## src/rtl/io_xbar_link_fifo.sv

```systemverilog
// Elastic val/rdy FIFO feeding the IO crossbar bus-inversion stage; head data is registered.
// Optional zero-latency pass-through when empty: define IO_XBAR_LINK_FIFO_BYPASS_EN.
module io_xbar_link_fifo #(
    parameter int WIDTH      = 8,
    parameter int LOG2_DEPTH = 2
) (
    input  logic                  clk,
    input  logic                  rst_n,
    input  logic [WIDTH-1:0]      in_data,
    input  logic                  in_val,
    output logic                  in_rdy,
    output logic [WIDTH-1:0]      out_data,
    output logic                  out_val,
    input  logic                  out_rdy,
    output logic [LOG2_DEPTH:0]   count
);

    localparam int DEPTH = 1 << LOG2_DEPTH;
    localparam int PW    = LOG2_DEPTH + 1;

    logic [PW-1:0]    wr_ptr_q, wr_ptr_d;
    logic [PW-1:0]    rd_ptr_q, rd_ptr_d;
    logic [WIDTH-1:0] out_data_q, out_data_d;
    logic [WIDTH-1:0] mem_q [DEPTH];
    logic             full, empty, wr_fire, rd_fire;

    assign empty  = (wr_ptr_q == rd_ptr_q);
    assign full   = (wr_ptr_q[LOG2_DEPTH] != rd_ptr_q[LOG2_DEPTH]) &&
                    (wr_ptr_q[LOG2_DEPTH-1:0] == rd_ptr_q[LOG2_DEPTH-1:0]);
    assign in_rdy = !full;
    assign count  = wr_ptr_q - rd_ptr_q;

`ifdef IO_XBAR_LINK_FIFO_BYPASS_EN
    logic bypass;

    // Gated by rst_n so the pass-through path cannot assert out_val while in reset.
    assign bypass   = empty && in_val && rst_n;
    assign out_val  = !empty || bypass;
    assign out_data = bypass ? in_data : out_data_q;
    assign wr_fire  = in_val && !full && !(bypass && out_rdy);
    assign rd_fire  = !empty && out_rdy;
`else
    assign out_val  = !empty;
    assign out_data = out_data_q;
    assign wr_fire  = in_val && !full;
    assign rd_fire  = !empty && out_rdy;
`endif

    always_comb begin
        wr_ptr_d   = wr_ptr_q + PW'(wr_fire);
        rd_ptr_d   = rd_ptr_q + PW'(rd_fire);
        out_data_d = out_data_q;
        // Preload the next head; it is the incoming word when that slot is written this cycle.
        if (wr_ptr_d != rd_ptr_d) begin
            if (wr_fire && (rd_ptr_d == wr_ptr_q)) begin
                out_data_d = in_data;
            end else begin
                out_data_d = mem_q[rd_ptr_d[LOG2_DEPTH-1:0]];
            end
        end
    end

    always_ff @(posedge clk or negedge rst_n) begin
        if (!rst_n) begin
            wr_ptr_q   <= '0;
            rd_ptr_q   <= '0;
            out_data_q <= '0;
        end else begin
            wr_ptr_q   <= wr_ptr_d;
            rd_ptr_q   <= rd_ptr_d;
            out_data_q <= out_data_d;
        end
    end

    always_ff @(posedge clk) begin
        if (wr_fire) begin
            mem_q[wr_ptr_q[LOG2_DEPTH-1:0]] <= in_data;
        end
    end

endmodule

```

## config.mk

```make
export PLATFORM = sky130hd
export DESIGN_NAME = io_xbar_link_fifo
export DESIGN_NICKNAME = d
export VERILOG_FILES = /design/src/rtl/io_xbar_link_fifo.sv
export SDC_FILE = /design/constraint.sdc
export NUM_CORES = 1
export LEC_CHECK = 0
export BUFFER_PORTS_ARGS = -buffer_cell sky130_fd_sc_hd__buf_2
export CORE_ASPECT_RATIO = 1.4
export CORE_MARGIN = 3
export CORE_UTILIZATION = 53
export CTS_BUF_LIST = sky130_fd_sc_hd__clkbuf_8
export CTS_CLUSTER_DIAMETER = 100
export DETAILED_ROUTE_END_ITERATION = 12
export GPL_ROUTABILITY_DRIVEN = 0
export GPL_TIMING_DRIVEN = 0
export PLACE_DENSITY = 0.79
export SYNTH_ARGS = -nofsm -noshare
export SYNTH_HDL_FRONTEND = slang
export SYNTH_SLANG_ARGS = --single-unit
```

## constraint.sdc

```tcl
create_clock -name clk -period 2.3 [get_ports clk]
set_input_delay 0.345 -clock clk [delete_from_list [all_inputs] [get_ports clk]]
set_output_delay 0.345 -clock clk [all_outputs]
set_load 0.005 [all_outputs]
```

Word level (Yosys, flattened, before mapping)
Memories as Yosys holds them, arrays and structs flattened.
Cells that the tools add are included.
W data, S select, Z words.

storage, ports and cells
  flip-flop bits (word level) = 14
  latch bits = 0
  memory bits (writable) = 32
  memory bits (read-only) = 0
  input bits = 12
  output and inout bits = 13
  word-level logic and storage cells = 21
  memories kept = 1

operators by class
  add/sub/neg operators = 3
  multiply operators = 0
  divide/modulo/power cells = 0
  $lt $le $gt $ge = 0
  equality and inequality tests = 5
  shift operators = 0
  muxes and demuxes = 3
  bitwise gates (word level) = 0
  reductions and logical operators = 6

memories
  name   depth  bits a word  rd ports  clocked after Yosys merged registers in  wr ports  RTL line  text
  mem_q  4      8            1         0                                        1         24        logic [WIDTH-1:0] mem_q [DEPTH];

operators by type and width
  operator             number
  $mux W8              1
  $add A3 B1 Y3        2
  $eq A3 B3 Y1         2
  $logic_and A1 B1 Y1  4
  $ne A3 B3 Y1         1
  $sub A3 B3 Y3        1
  $eq A2 B2 Y1         1
  $logic_not A1 Y1     2
  $mux W1              2
  $ne A1 B1 Y1         1

Depth between registers and ports, before layout
  word-level depth = 7
  mapped depth = 12
  mapped depth without buffers = 11

Worst setup path before layout
No wires, ideal clock.

  kind = register -> register
  from = reg wr_ptr_q[0]
  to = reg out_data_q[2] (netlist: out_data[2])
  setup time = 0.081 ns
  arrival time = 2.538 ns
  required time = 2.219 ns
  slack = -0.319 ns
  cell stages (with the launch flop) = 13
  path buffers = 2
  clock period less this slack = 2.619 ns
  path through = dfrtp_1 -> inv_1 -> ha_1 -> nand3_1 -> and2_1 -> ha_1 -> ha_1 -> buf_2 -> xnor2_1 -> and3_1 -> buf_1 -> nand3_1 -> a31oi_2

on the way
  longest elaborated chain between the ends = 7
  elaborated cells on any way between the ends = 14
  classes of those cells = add/sub: 2; eq/ne: 4; mux: 1; reduce/logical: 6; memory: 1

ends and longest elaborated chain
  item                                                   RTL line  text
  start, declared                                        21        logic [PW-1:0] wr_ptr_q, wr_ptr_d;
  start signal, assigned                                 69        wr_ptr_q <= wr_ptr_d;
  $eq A3 B3 Y1 *                                         27        assign empty = (wr_ptr_q == rd_ptr_q);
  $logic_not A1 Y1 *                                     n/a
  named net out_val                                      13        output logic out_val,
  $logic_and A1 B1 Y1 *                                  46        assign rd_fire = !empty && out_rdy;
  $add A3 B1 Y3 *                                        51        rd_ptr_d = rd_ptr_q + PW'(rd_fire);
  named net rd_ptr_d[1]                                  22        logic [PW-1:0] rd_ptr_q, rd_ptr_d;
  branches (longest 3 deep; another with $mem_v2 Z4 W8)  n/a
  end signal, assigned                                   71        out_data_q <= out_data_d;
  end, declared                                          23        logic [WIDTH-1:0] out_data_q, out_data_d;

Mark *: on every way through the listed nets, which the timed path passes.
A chain may end at the register's enable or synchronous reset.

Final worst setup path
  from = reg wr_ptr_q[0]
  to = reg out_data_q[6] (netlist: out_data[6])

on the way
  longest elaborated chain between the ends = 7
  elaborated cells on any way between the ends = 14
  classes of those cells = add/sub: 2; eq/ne: 4; mux: 1; reduce/logical: 6; memory: 1

ends and longest elaborated chain
  item
  branches (longest 7 deep; another with $mem_v2 Z4 W8)

Parallel ways; which one is timed is not known.

==> key figures <==
Run status
  • Status: finished with violations
  • Failing checks: negative setup slack

Critical path
  • CP Capture Type: flip-flop
  • Critical path launch point: wr_ptr_q[0]
  • Crit Path Max Fanout: 8
  • Crit path buffers/inverters: 3
  • CP Data Required Time: about 2500 ps
  • Crit Path Class: reg -> reg
  • Worst path max stage delay: between 300 and 400 ps
  • Ordered list of cells on the worst path: inv_2, ha_4, nand3_2, nand2_4, inv_1, ha_2, ha_4, xnor2_4, xnor2_2, or2_1, buf_6, a31oi_4
  • Top delay family on crit path: adder cells
  • End point of the critical path: out_data[6]
  • Critical Path Stages: 12
  • RR Startpoint: wr_ptr_q[0]
  • CP arrival: roughly 2600 ps
  • Startpoint types: flip-flop
  • Slowest CP cell: dfrtp_1
  • R2R setup slack: -30 ps
  • FF-to-FF End: out_data[6]
  • Cell repeated most along the worst path: ha_4
  • R2R depth: 12

Clock network
  • Clk_lat worst skew: 290 ps
  • Root buffer cell: clkbuf_8
  • Clock transition at the registers of the reported paths: 80 ps
  • CTS tree: yes
  • H-Tree Depth: 2
  • Clock Sink Count: 46
  • CTS max path bufs: 2
  • CTS buffer count: 5

Final layout
  • Filler cells: a little under 200
  • Layout cells sized above 1: approximately three fifths
  • Core Util, Final: between 70 and 80%
  • Sequential standard cell area: about 1300 um^2
  • Nets@finish: between 150 and 200
  • Synthesis-to-layout area growth: 35.9%
  • Footprint of the multi-input gates: ~940 um^2
  • # diodes: 0

Global route
  • Antenna violations before repair: 0
  • First-pass GRT wire length: a little over 7 mm
  • Largest net degree at the start of global routing: 16
  • Total GRT Usage: 21.6%
  • Vias in the first global route: 1,381
  • GR Overflow Total: 0

Die
  • Die Wd: 57.9 um
  • Core footprint: ~3500 um^2
  • Initial core utilization: between 50% and 60%
  • Row count: 25
  • Die height: approximately 80 um
  • Die area: around 4600 um^2
  • # IOs: 25

Routing
  • DRT Pass-1 Iters: 4
  • DR iter-0 viols: 84
  • Via count: 1,340
  • WL final: around 4.6 mm
  • DRC: 0
  • DR WL/cell: 21.4 um
  • Vias per cell: 6.23
  • DRT antenna net count: 0

STA
  • Max-Slew Margin vs Limit: 41.5%
  • Period utilization: 101%
  • Min Tclk post-route: about 2300 ps
  • Skew final: a little over 8 ps
  • Final hold vios: 0
  • Setup ws final: -31.4 ps
  • Setup violations, final: 3
  • Fin. max-slew vios: 0
  • RSZ-0062 raised after global routing: true
  • Worst Tran Pin Value: just under 900 ps
  • F_max: between 400 and 500 MHz

Placement
  • Setup WS pre-CTS: -389 ps
  • PortBufs: 24
  • Dpl hpwl: about 2.9 mm

Synth
  • Synth top area share: 48.1%
  • Syn Area/Cell: roughly 15 um^2
  • Post-synthesis cell area: roughly 2000 um^2
  • Area leader, netlist: edfxtp_1
  • Synthesized instance count: ~130
  • Synth warn: 0
  • Synth async-reset ratio: 30.4%
  • Commonest cells in the synthesized netlist: edfxtp_1 (32), dfrtp_1 (14), nor3_1 (12), nand3_1 (11)
  • Top-count cell post-synth: edfxtp_1
  • FF+latch count, synth: 46
  • Largest cells by area after synthesis: edfxtp_1 (48%), dfrtp_1 (18%), mux4_2 (9.0%), ha_1 (3.8%), nor3_1 (3.0%)
  • Post-synthesis sequential area ratio: around two thirds
  • Syn_nets: between 100 and 150
  • Synth cell types: 24
  • Number of synthesized flops with an enable pin: 32
  • Top FF cell, synth: edfxtp_1

Flow run
  • # Max-Cap Violations: 0

Worst hold path
  • Hold WC Path Type: in -> reg
[layer usage]
layer  GRT usage, %  up-vias  routed length, um
li1               -      590                  -
met1           25.7      692               1650
met5              0        -                  0
met2           39.1       48               2620
met4           5.57        0                101
met3           4.28       10                245
[metrics by stage]
| step | instance area [um^2] | hold WS, ps | TNS [ps] | cells |
|---|---|---|---|---|
| 4_1_cts | 2560 | 276 | -1520 | 213 |
| 2_1_floorplan | 2100 | 49.4 | -79.4 | 129 |
| 6_report | 2710 | 284 | -62.5 | 215 |
| 3_5_place_dp | 2270 | 255 | -7340 | 193 |
| 3_3_place_gp | 2270 | 248 | -5400 | 193 |
| 5_1_grt | 2710 | 286 | -812 | 215 |
[area by class of cell]
| type | count | area share (%) |
|---|---|---|
| Buffer | 3 | 1.89 |
| Clock buffer | 5 | 2.54 |
| Clock inverter | 3 | 0.784 |
| Inverter | 8 | 1.11 |
| Multi-Input combinational cell | 71 | 34.7 |
| Sequential cell | 46 | 48.5 |
| Tap cell | 40 | 1.84 |
| Timing Repair Buffer | 39 | 8.67 |
[how the worst min path moves through the flow]
stage                from           to  slack, ps  cells after the start
2_1_floorplan       rst_n  out_data[0]         50                      0
4_1_cts        in_data[2]  mem_q[3][2]        280                      1
6_report       in_data[0]  mem_q[0][0]        280                      1
5_1_grt        in_data[5]  mem_q[1][5]        290                      1
3_3_place_gp        rst_n  rd_ptr_q[0]        250                      1
3_5_place_dp        rst_n  rd_ptr_q[1]        260                      1
[repair_timing]
| item | 4_1_cts | 5_1_grt |
|---|---|---|
| setup buffers | 11 | 3 |
| pin swaps | 9 | 8 |
| resized for setup | 22 | 23 |
| hold buffers | 1 | 0 |
| endpoints found under the hold margin | 14 | 0 |
| endpoints found under the setup margin | 40 | 24 |
[registers in the layout (all words and copies together), names as in the netlist]
| name | cells |
|---|---|
| mem_q | 32 |
| out_data | 8 |
| rd_ptr_q | 3 |
| wr_ptr_q | 3 |
[logic make-up (layout without fill, tap and decap cells)]
logic type                 after synthesis  in the layout  synth area share [%]
AOI/OAI and AO/OA                       17             17                  5.33
adders and majority gates                7              7                  4.76
muxes                                   10             10                  10.1
and+or+nand+nor                         28             28                  7.08
xor gates and xnor gates                 9              9                  4.32
DFF                                     46             46                  65.7
buffers and inverters                   12             58                  2.76
[layout by cell type, fill, tap and decap left out, types with 2 or more instances in the layout]
cell type / Yosys / layout
inv_1: 8 / 5
nand3_4: 0 / 2
a31oi_1: 7 / 5
xnor2_4: 0 / 3
mux4_2: 8 / 8
buf_4: 0 / 14
o21ai_0: 8 / 4
dfrtp_1: 14 / 10
o21ai_2: 0 / 3
nand3_1: 11 / 6
clkbuf_8: 0 / 5
edfxtp_1: 32 / 32
xnor2_2: 0 / 2
ha_4: 0 / 5
inv_2: 0 / 3
nand3_2: 0 / 3
dfrtp_2: 0 / 4
buf_12: 0 / 2
a31oi_4: 0 / 3
buf_2: 2 / 24
nor3_2: 0 / 7
nor3_1: 12 / 5
Power is not shown: default switching activity piles up to over one toggle a cycle in this logic, so the estimate is an artifact.
